`config.mk`:
```
export PLATFORM = sky130hd
export DESIGN_NAME = digest_scan_out
export DESIGN_NICKNAME = d
export VERILOG_FILES = /design/src/rtl/digest_scan_out.sv
export SDC_FILE = /design/constraint.sdc
export NUM_CORES = 1
export LEC_CHECK = 0
export ABC_CLOCK_PERIOD_IN_PS = 2700
export CORE_MARGIN = 2
export CORE_UTILIZATION = 36
export DETAILED_ROUTE_END_ITERATION = 10
export DONT_BUFFER_PORTS = 1
export PLACE_DENSITY = 0.53
export RECOVER_POWER = 25
export SLEW_MARGIN = 20
export SYNTH_ARGS = -nofsm -noshare
export SYNTH_HDL_FRONTEND = slang
export SYNTH_SLANG_ARGS = --single-unit
```
`constraint.sdc`:
```
create_clock -name clk -period 2.7 [get_ports clk]
set_input_delay 0.54 -clock clk [delete_from_list [all_inputs] [get_ports clk]]
set_output_delay 0.54 -clock clk [all_outputs]
set_load 0.01 [all_outputs]
```
`src/rtl/digest_scan_out.sv`:
```
// Captures the hash core's digest on each rising edge of complete and streams it
// out LSB-beat-first over a valid/ready handshake, flagging dropped digests.
module digest_scan_out #(
  parameter int DIGEST_W = 256,
  parameter int OUT_W    = 32
) (
  input  logic                clk,
  input  logic                reset_n,
  input  logic [DIGEST_W-1:0] digest,
  input  logic                complete,
  input  logic                scan_ready,
  input  logic                overrun_clr,
  output logic [OUT_W-1:0]    scan_out,
  output logic                scan_valid,
  output logic                scan_last,
  output logic                busy,
  output logic                overrun
);

  localparam int BEATS = DIGEST_W / OUT_W;
  localparam int CNT_W = (BEATS > 1) ? $clog2(BEATS) : 1;
  localparam logic [CNT_W-1:0] LAST_CNT = CNT_W'(BEATS - 1);

  typedef enum logic {
    IDLE,
    SEND
  } state_t;

  state_t              state;
  logic [CNT_W-1:0]    beat_cnt;
  logic [CNT_W-1:0]    nxt_cnt;
  logic [DIGEST_W-1:0] shadow;
  logic                complete_q;
  logic                cap_evt;
  logic                xfer;
  logic                last_xfer;
  logic                accept;
  logic                drop;

  function automatic logic [OUT_W-1:0] beat_of(input logic [DIGEST_W-1:0] v,
                                               input logic [CNT_W-1:0]    idx);
    return v[idx*OUT_W +: OUT_W];
  endfunction

  // A capture is only taken when idle or when it coincides with the final
  // beat's transfer; any other edge during a send is a dropped digest.
  always_comb begin
    cap_evt   = complete & ~complete_q;
    xfer      = (state == SEND) & scan_ready;
    last_xfer = xfer & (beat_cnt == LAST_CNT);
    accept    = cap_evt & ((state == IDLE) | last_xfer);
    drop      = cap_evt & (state == SEND) & ~last_xfer;
    nxt_cnt   = beat_cnt + 1'b1;
  end

  always_ff @(posedge clk or negedge reset_n) begin
    if (!reset_n) begin
      state      <= IDLE;
      beat_cnt   <= '0;
      shadow     <= '0;
      complete_q <= 1'b1;
      scan_out   <= '0;
      scan_valid <= 1'b0;
      scan_last  <= 1'b0;
      busy       <= 1'b0;
      overrun    <= 1'b0;
    end else begin
      complete_q <= complete;

      if (drop)
        overrun <= 1'b1;
      else if (overrun_clr)
        overrun <= 1'b0;

      // Outputs are registered, so each branch preloads the beat to be shown next.
      if (accept) begin
        shadow     <= digest;
        beat_cnt   <= '0;
        state      <= SEND;
        scan_valid <= 1'b1;
        busy       <= 1'b1;
        scan_out   <= digest[OUT_W-1:0];
        scan_last  <= 1'(BEATS == 1);
      end else if (last_xfer) begin
        state      <= IDLE;
        scan_valid <= 1'b0;
        busy       <= 1'b0;
        scan_last  <= 1'b0;
        scan_out   <= '0;
      end else if (xfer) begin
        beat_cnt  <= nxt_cnt;
        scan_out  <= beat_of(shadow, nxt_cnt);
        scan_last <= (nxt_cnt == LAST_CNT);
      end
    end
  end

endmodule

```
==> summary.md, run 1 <==
| Metric | Value |
|---|---|
| Status | `complete, but fails checks` |
| Failing checks | `negative hold slack, max-slew violations` |
| Area of the die | `38600 um^2` |
| RSZ-0062 raised after global routing | `false` |
| Vias in the first global route | `8128` |
| Syn Area/Cell | `14.1 um^2` |
| Synth Area in Compound Gates | `0.0811` |
| Syn_nets | `1210` |
| Largest net degree at the start of global routing | `296` |
| Yosys top cell area share | `0.552` |
| Pint | `13000 uW` |
| Gr usage total | `0.177` |
| Fillcell total | `3350` |
| Hold Buf Count CTS | `1` |
| Die height | `196 um` |
| XOR/XNOR share of the synthesized area | `0` |
| VDD IR max | `880 uV` |
| Slowest stage cell, crit path | `dfrtp_4` |
| Yosys reg bits | `295` |
| Layout area overhead | `11.9%` |
| Max-cap violations | `0` |
| Row Count | `70` |
| Finished Layout Cells | `1428` |
| Crit path DAT | `2860 ps` |
| Antenna-violating nets left | `0` |
| Crit-path max cell delay | `500 ps` |
| Clock Tree Buf Depth | `3` |
| Total leakage power | `0.00626 uW` |
| Drt first pass iters | `6` |
| Final period utilization | `0.887` |
| Comb power frac | `0.357` |
| Worst Tran Pin Value | `1600 ps` |
| Sequential area share after synthesis | `0.554` |
| Num ports | `297` |
| Gr ovfl total | `0` |
| Clock-pin slew on the worst setup and hold paths | `60 ps` |
| Combinational family with the most area after synthesis | `multiplexers` |
| Worst hold margin | `-270 ps` |
| Final critical-path required period | `2400 ps` |
| Initial Util | `0.365` |
| Final setup viols | `0` |
| Final design utilization | `0.409` |
| Clock Latency Late Sink | `530 ps` |
| Nets | `1196` |
| Final Wtd Congestion | `0.738` |
| Post-synthesis mux area share | `0.276` |
| CP max FO | `32` |
| Max Freq | `418 MHz` |
| Final Hold Viols | `144` |
| Gate Count Post-Synth | `946` |
| Sw power | `6410 uW` |
| Worst Path Buf+Inv | `1` |
| Sw Share | `0.331` |
| Vias post-DR | `7767` |
| CTS Sinks | `295` |
| Most common flop cell mapped by yosys | `dfrtp_1` |
| Number of synthesized flops with an enable pin | `0` |
| CP dominant cell by count | `ha_1` |
| I/O Buffers | `0` |
| Top cells by count, synth | `294 x dfrtp_1, 193 x mux2_1, 108 x mux2_2, 65 x nor2b_1, 64 x a211oi_1` |
| Die Width | `196 um` |
| H-tree depth | `2` |
| Num CTS Buffers | `35` |
| Post-Synth Simple-Gate Area | `0.0499` |
| Sequential power share | `0.404` |
| CTS tree | `built` |
| DR DRC count | `0` |
| Yosys Warn Count | `0` |
| Top cells by area, synth | `dfrtp_1 55%, mux2_1 16%, mux2_2 9.1%, a211oi_1 3.6%, nor2b_1 3.0%` |
| Cell Area, Synth | `13300 um^2` |
| Post-CTS Setup Inserts | `0` |
| Fin. max-slew vios | `76` |
| Initial antenna violation count | `15` |
| Worst min path class | `input port to async pin` |
| Wirelength, routed | `33800 um` |
| Post-synth ARST share | `1.00` |
| WS Path Type | `flop to flop` |
| Setup crit end kind | `flop` |
| Global-route wire length before repair | `51700 um` |
| Slew HR | `-0.0689` |
| Clock Skew | `10.0 ps` |
| PwrDens | `1300 nW/um^2` |
| Placed insts | `1362` |
| Synth cell types | `28` |
| Core Region | `36500 um^2` |
| Sum Neg Setup Slack | `0 ps` |
| Required time worst endpoint | `3160 ps` |
| Share of cells above drive strength 1 | `0.218` |
| DRT iter0 DRCs | `293` |
| Routed len/inst | `23.7 um` |
| Most numerous cell in the Yosys netlist | `dfrtp_1` |
| Adder-cell share of the synthesized area | `0.00281` |
| Startpoint Class | `flop` |
| Via/cell ratio | `5.44` |
| Post-DP HPWL | `21900 um` |
| Clk pwr share | `0.239` |
| CP cell instances | `ha_1 -> ha_1 -> nand2b_2 -> buf_4 -> o22ai_1 -> nor4_1 -> a221o_1` |
| Delay-heaviest family, CP | `adder cells` |
| Synth area leader | `dfrtp_1` |
| CTS root buf | `clkbuf_16` |
==> per-layer routing <==
layer  GRT usage  up-vias  share of wire
met5           0        -         0.0017
met4      0.0654        8          0.025
met1       0.228     3951           0.44
li1            -     3527              -
met3      0.0679       59          0.084
met2       0.271      222           0.45
==> layout make-up <==
| type | instances | area [um^2] | area share |
|---|---|---|---|
| repair buffers | 23 | 313 | 0.0210 |
| well taps | 468 | 586 | 0.0392 |
| clock inverters | 7 | 90.1 | 0.00603 |
| flip-flops and latches | 295 | 7390 | 0.495 |
| inverters | 5 | 18.8 | 0.00126 |
| multi-input cells | 572 | 5490 | 0.368 |
| clock buffers | 48 | 1020 | 0.0681 |
| diodes | 10 | 25.0 | 0.00168 |
==> kinds of logic (layout without fill, tap and decap cells) <==
logic type / count (synthesis) / in the layout
fa+ha+maj: 3 / 3
flops: 295 / 295
compound gates: 138 / 138
mux: 321 / 321
buf+inv: 79 / 83
other cells: 0 / 10
simple gates: 110 / 110
==> stage by stage <==
step	area [um^2]	setup WS [ps]	hold slack [ps]	total power (uW)
2_1_floorplan	13300	209	244	13000
3_3_place_gp	13800	316	258	14800
3_5_place_dp	13800	288	258	15000
4_1_cts	14900	289	-321	19700
5_1_grt	14900	117	-308	20700
6_report	14900	305	-270	19400
==> registers in the layout, summed over array words and instances (netlist names) <==
signal and cells:
shadow 256, scan_out 32, complete_q 1, overrun 1, scan_last 1, state 1
beat_cnt 3
==> cell usage in the layout, fill, tap and decap left out, drive strengths merged <==
cell,n
a22o,3
nor2,1
inv,5
mux2i,1
o21ai,1
dlygate4sd3,1
clkbuf,48
dfstp,1
mux2,320
nor4,32
nand2b,3
nand2,8
clkinvlp,2
a211oi,64
diode,10
clkinv,3
a221o,32
a21oi,2
o2bb2ai,1
bufinv,2
nor2b,65
ha,3
buf,22
dfrtp,294
or2,1
a21boi,1
o22ai,34
==> power by group through the flow <==
stage	Combinational [uW]	Clock, uW	Sequential (uW)
2_1_floorplan	5510	0	7450
6_report	6920	4630	7840
3_3_place_gp	6900	0	7870
3_5_place_dp	7040	0	7920
5_1_grt	7640	4950	8140
4_1_cts	7040	4790	7860
==> worst paths after layout <==
path | start | to | slack [ps] | cells past startpoint
min in group clk | overrun_clr | overrun | 130 | 1
max in group asynchronous | reset_n | shadow[149] | 1700 | 0
setup / recovery | beat_cnt[0] | scan_out[29] | 300 | 7
setup reg to reg | beat_cnt[0] | scan_out[29] | 300 | 7
hold / removal | reset_n | shadow[214] | -270 | 0
hold reg to reg | shadow[237] | shadow[237] | 470 | 1
==> what timing repair did <==
action | in CTS | in global routing
endpoints found under the hold margin | 296 | 294
gates resized for setup | 0 | 0
endpoints found under the setup margin | 0 | 0
(Power assumes the default switching activity.)
==> run 2, diff against run 1 <==
==> constraint.sdc (replaced) <==
create_clock -name clk -period 2.7 [get_ports clk]
set_input_delay 0.27 -clock clk [delete_from_list [all_inputs] [get_ports clk]]
set_output_delay 0.27 -clock clk [all_outputs]
set_load 0.01 [all_outputs]
==> summary.md, run 2 (synthesized netlist as in run 1, its figures left out) <==
| Metric | Value |
|---|---|
| Status | `complete, but fails checks` |
| Failing checks | `negative hold slack` |
| Final Wtd Congestion | `0.738` |
| Biggest register | `shadow` |
| Slew HR | `0.160` |
| Slowest stage cell, crit path | `dfrtp_4` |
| Startpoint Class | `flop` |
| Fillcell total | `3142` |
| Max Freq | `410 MHz` |
| Total leakage power | `0.00734 uW` |
| Via/cell ratio | `5.20` |
| DR DRC count | `0` |
| Final instance area | `17500 um^2` |
| Core Region | `36500 um^2` |
| Gr ovfl total | `0` |
| Wirelength, routed | `35300 um` |
| CP dominant cell by count | `ha_1` |
| Fin. max-slew vios | `0` |
| Vias post-DR | `8722` |
| Commonest cells after routing, fill and taps aside | `293 x dfrtp_1, 259 x dlygate4sd3_1, 193 x mux2_1, 108 x mux2_2, 65 x nor2b_1` |
| Num ports | `297` |
| Placed cell area | `13800 um^2` |
| CTS tree | `built` |
| Number of flip-flops in the largest register | `256` |
| Setup crit end kind | `flop` |
| Max-cap violations | `0` |
| Clock Tree Buf Depth | `3` |
| Post-DP HPWL | `21900 um` |
| Clock Latency Late Sink | `530 ps` |
| Crit-path max cell delay | `500 ps` |
| DRT iter0 DRCs | `347` |
| Vias in the first global route | `9455` |
| PwrDens | `1130 nW/um^2` |
| Die Width | `196 um` |
| WS Path Type | `flop to flop` |
| Drt first pass iters | `4` |
| Largest net degree at the start of global routing | `296` |
| Largest regs | `shadow: 256 flops, scan_out: 32 flops, beat_cnt: 3 flops` |
| Nets | `1454` |
| H-tree depth | `2` |
| Most common cell after layout, fill and taps aside | `dfrtp_1` |
| Worst Tran Pin Value | `1260 ps` |
| Initial Util | `0.365` |
| Worst min path class | `input port to async pin` |
| Clock Skew | `9.81 ps` |
| I/O Buffers | `0` |
| CTS root buf | `clkbuf_16` |
| Final critical-path required period | `2440 ps` |
| Num CTS Buffers | `35` |
| Area of the die | `38600 um^2` |
| CTS Sinks | `295` |
| Initial antenna violation count | `2` |
| Final period utilization | `0.904` |
| Required time worst endpoint | `3110 ps` |
| Worst hold margin | `-541 ps` |
| Antenna-violating nets left | `0` |
| VDD IR max | `882 uV` |
| CP max FO | `32` |
| Layout area overhead | `31.1%` |
| Routed len/inst | `21.0 um` |
| Crit path DAT | `2850 ps` |
| Row Count | `70` |
| Die height | `196 um` |
| Gr usage total | `0.185` |
| Final setup viols | `0` |
| Clock-pin slew on the worst setup and hold paths | `60 ps` |
| Sum Neg Setup Slack | `0 ps` |
| Global-route wire length before repair | `55400 um` |
| RSZ-0062 raised after global routing | `false` |
| Final Hold Viols | `294` |
| R2R cell count | `7` |
| Post-CTS Setup Inserts | `0` |
| Hold Buf Count CTS | `259` |
| CP cell instances | `ha_1 -> ha_1 -> nand2b_2 -> buf_4 -> a211oi_1 -> nor4_1 -> a221o_1` |
| Share of cells above drive strength 1 | `0.171` |
## run 2: worst paths after layout
check	from	endpoint	slack, ps
worst max-delay path	beat_cnt[0]	scan_out[24]	260
worst min-delay path	reset_n	shadow[214]	-540
worst max register to register	beat_cnt[0]	scan_out[24]	260
worst min register to register	shadow[189]	shadow[189]	470
max in group asynchronous	reset_n	shadow[172]	2230
min in group clk	scan_ready	beat_cnt[2]	60
## run 2: what timing repair did
action / CTS / global route
hold endpoints to repair: 588 / 295
endpoints found under the setup margin: 0 / 0
resized for setup: 0 / 0
## run 2: metal layers
| metal | part of all wire | track usage | vias to the layer above |
|---|---|---|---|
| li1 | - | - | 4034 |
| met1 | 0.45 | 0.250 | 4401 |
| met2 | 0.46 | 0.290 | 236 |
| met3 | 0.060 | 0.0430 | 49 |
| met4 | 0.023 | 0.0690 | 2 |
| met5 | 0.00020 | 0 | - |
## run 2: metrics by stage
| stage | cells | hold slack (ps) | total power, uW | util | setup WS (ps) |
|---|---|---|---|---|---|
| final | 1677 | -541 | 19800 | 0.479 | 260 |
| after global routing | 1677 | -575 | 21100 | 0.479 | 115 |
| after CTS | 1676 | -591 | 20000 | 0.479 | 289 |
| after detailed placement | 1362 | -11.9 | 15000 | 0.377 | 288 |
| after global placement | 1362 | -11.5 | 14800 | 0.377 | 316 |
| after floorplan | 946 | -25.6 | 13000 | - | 209 |
## run 2: final cells by class
type	count	area (um^2)	share of cell area
Timing Repair Buffer	281	2900	0.166
Clock buffer	48	1020	0.0582
Sequential cell	295	7390	0.422
Multi-Input combinational cell	572	5490	0.314
Inverter	5	18.8	0.00107
Tap cell	468	586	0.0335
Antenna cell	1	2.50	0.000143
Clock inverter	7	90.1	0.00515
## run 2: power by group
part	switching (uW)	internal [uW]	leakage [uW]
sequential	1280	6590	0.00361
combinational	3460	3840	0.00319
clock	1830	2800	0.000539
total	6580	13200	0.00734
## run 2: worst max-delay path, delay by kind of cell, from the launching register on
| kind | cells | cell delay, ps |
|---|---|---|
| AOI/OAI and AO/OA | 2 | 640 |
| adders and majority gates | 2 | 560 |
| buffers and inverters | 1 | 310 |
| DFF | 1 | 500 |
| and+or+nand+nor | 2 | 300 |
==> run 3, diff against run 2 <==
==> constraint.sdc (replaced) <==
create_clock -name clk -period 2.7 [get_ports clk]
set_input_delay 0.405 -clock clk [delete_from_list [all_inputs] [get_ports clk]]
set_output_delay 0.405 -clock clk [all_outputs]
set_load 0.01 [all_outputs]
==> summary.md, run 3 (synthesized netlist as in run 1, its figures left out) <==
| Metric | Value |
|---|---|
| Setup crit end kind | `flop` |
| Final Wtd Congestion | `0.738` |
| Num CTS Buffers | `35` |
| Final design utilization | `0.479` |
| Vias post-DR | `8715` |
| RSZ-0062 raised after global routing | `false` |
| Global-route wire length before repair | `55400 um` |
| Worst Tran Pin Value | `1020 ps` |
| Clock Tree Buf Depth | `3` |
| Critical path depth in cells | `7` |
| Largest regs | `shadow: 256 flops, scan_out: 32 flops, beat_cnt: 3 flops` |
| Final setup viols | `0` |
| Gr ovfl total | `0` |
| CTS Sinks | `295` |
| Post-DP HPWL | `21900 um` |
| Worst hold margin | `-406 ps` |
| Num ports | `297` |
| Worst min path class | `input port to async pin` |
| Worst Path Buf+Inv | `1` |
| Area of the die | `38600 um^2` |
| Largest net degree at the start of global routing | `296` |
| Max Freq | `410 MHz` |
| Status | `complete, but fails checks` |
| Final Hold Viols | `294` |
| Biggest register | `shadow` |
| CP cell instances | `ha_1 -> ha_1 -> nand2b_2 -> buf_4 -> a211oi_1 -> nor4_1 -> a221o_1` |
| I/O Buffers | `0` |
| Crit path DAT | `2850 ps` |
| Fin. max-slew vios | `0` |
| Delay-heaviest family, CP | `compound AO/OA/AOI/OAI gates` |
| Startpoint Class | `flop` |
| Final critical-path required period | `2440 ps` |
| Final period utilization | `0.903` |
| Placed cell area | `13800 um^2` |
| DR DRC count | `0` |
| CTS root buf | `clkbuf_16` |
| CTS tree | `built` |
| Internal reg-to-reg setup slack | `260 ps` |
| WS Path Type | `flop to flop` |
| Reg-to-Reg Start | `beat_cnt[0]` |
| Via/cell ratio | `5.20` |
| CP max FO | `32` |
| Worst reg2reg path endpoint | `scan_out[24]` |
| Final WS setup | `262 ps` |
| Commonest cells after routing, fill and taps aside | `293 x dfrtp_1, 258 x dlygate4sd3_1, 193 x mux2_1, 108 x mux2_2, 65 x nor2b_1` |
| CP dominant cell by count | `ha_1` |
| Clock Skew | `10.8 ps` |
| Nets | `1453` |
| PwrDens | `1130 nW/um^2` |
| Share of cells above drive strength 1 | `0.171` |
| Number of flip-flops in the largest register | `256` |
| Total leakage power | `0.00733 uW` |
| Die Width | `196 um` |
| Hold Buf Count CTS | `258` |
| VDD IR max | `877 uV` |
| Failing checks | `negative hold slack` |
| Wirelength, routed | `35200 um` |
| Crit-path max cell delay | `500 ps` |
| Drt first pass iters | `4` |
| Required time worst endpoint | `3110 ps` |
| Layout area overhead | `31.0%` |
| Clock-pin slew on the worst setup and hold paths | `60 ps` |
| Cts repair resizes | `0` |
| Most common cell after layout, fill and taps aside | `dfrtp_1` |
| Die height | `196 um` |
| Antenna-violating nets left | `0` |
| Gr usage total | `0.184` |
| Core Region | `36500 um^2` |
| Fillcell total | `3143` |
| Slew HR | `0.320` |
| Post-CTS Setup Inserts | `0` |
| DRT iter0 DRCs | `368` |
| H-tree depth | `2` |
| Slowest stage cell, crit path | `dfrtp_4` |
| Tot Pwr | `19800 uW` |
| Initial Util | `0.365` |
| Max-cap violations | `0` |
| R2R cell count | `7` |
| Vias in the first global route | `9445` |
| Clock Latency Late Sink | `530 ps` |
| Initial antenna violation count | `2` |
| Row Count | `70` |
| Routed len/inst | `21.0 um` |
| Post-Place Setup Slack | `288 ps` |
| Final instance area | `17500 um^2` |
| Sum Neg Setup Slack | `0 ps` |
-- run 3: changes by cell type in the layout (fill, tap and decap cells not counted), sizes merged --
cell and delta:
dlygate4sd3 -1
-- run 3: cell type report --
cell class	instances	area [um^2]	area share
Inverter	5	18.8	0.00107
Antenna cell	1	2.50	0.000143
Timing Repair Buffer	280	2890	0.165
Clock buffer	48	1020	0.0582
Sequential cell	295	7390	0.423
Tap cell	468	586	0.0335
Clock inverter	7	90.1	0.00515
Multi-Input combinational cell	572	5490	0.314
-- run 3: how the worst max path moves through the flow --
stage,end,slack (ps),start
after floorplan,scan_out[21],210,beat_cnt[0]
after global placement,scan_out[29],320,beat_cnt[0]
after detailed placement,scan_out[29],290,beat_cnt[0]
after CTS,scan_out[29],290,beat_cnt[0]
after global routing,scan_out[20],110,beat_cnt[0]
final,scan_out[24],260,beat_cnt[0]
-- run 3: layer usage --
layer	global-route usage	routed length, um	vias up
met5	0	7	-
met1	0.249	16000	4385
met4	0.0690	890	2
met3	0.0431	2220	55
li1	-	-	4028
met2	0.289	16100	245
-- run 3: where the power goes --
| group | total, uW | internal, uW | switching [uW] |
|---|---|---|---|
| clock network | 4630 | 2800 | 1830 |
| registers | 7870 | 6590 | 1280 |
| logic | 7290 | 3840 | 3460 |
-- run 3: through the flow --
stage	std cells	hold WS, ps
2_1_floorplan	946	109
3_3_place_gp	1362	123
3_5_place_dp	1362	123
4_1_cts	1675	-456
5_1_grt	1676	-440
6_report	1676	-406
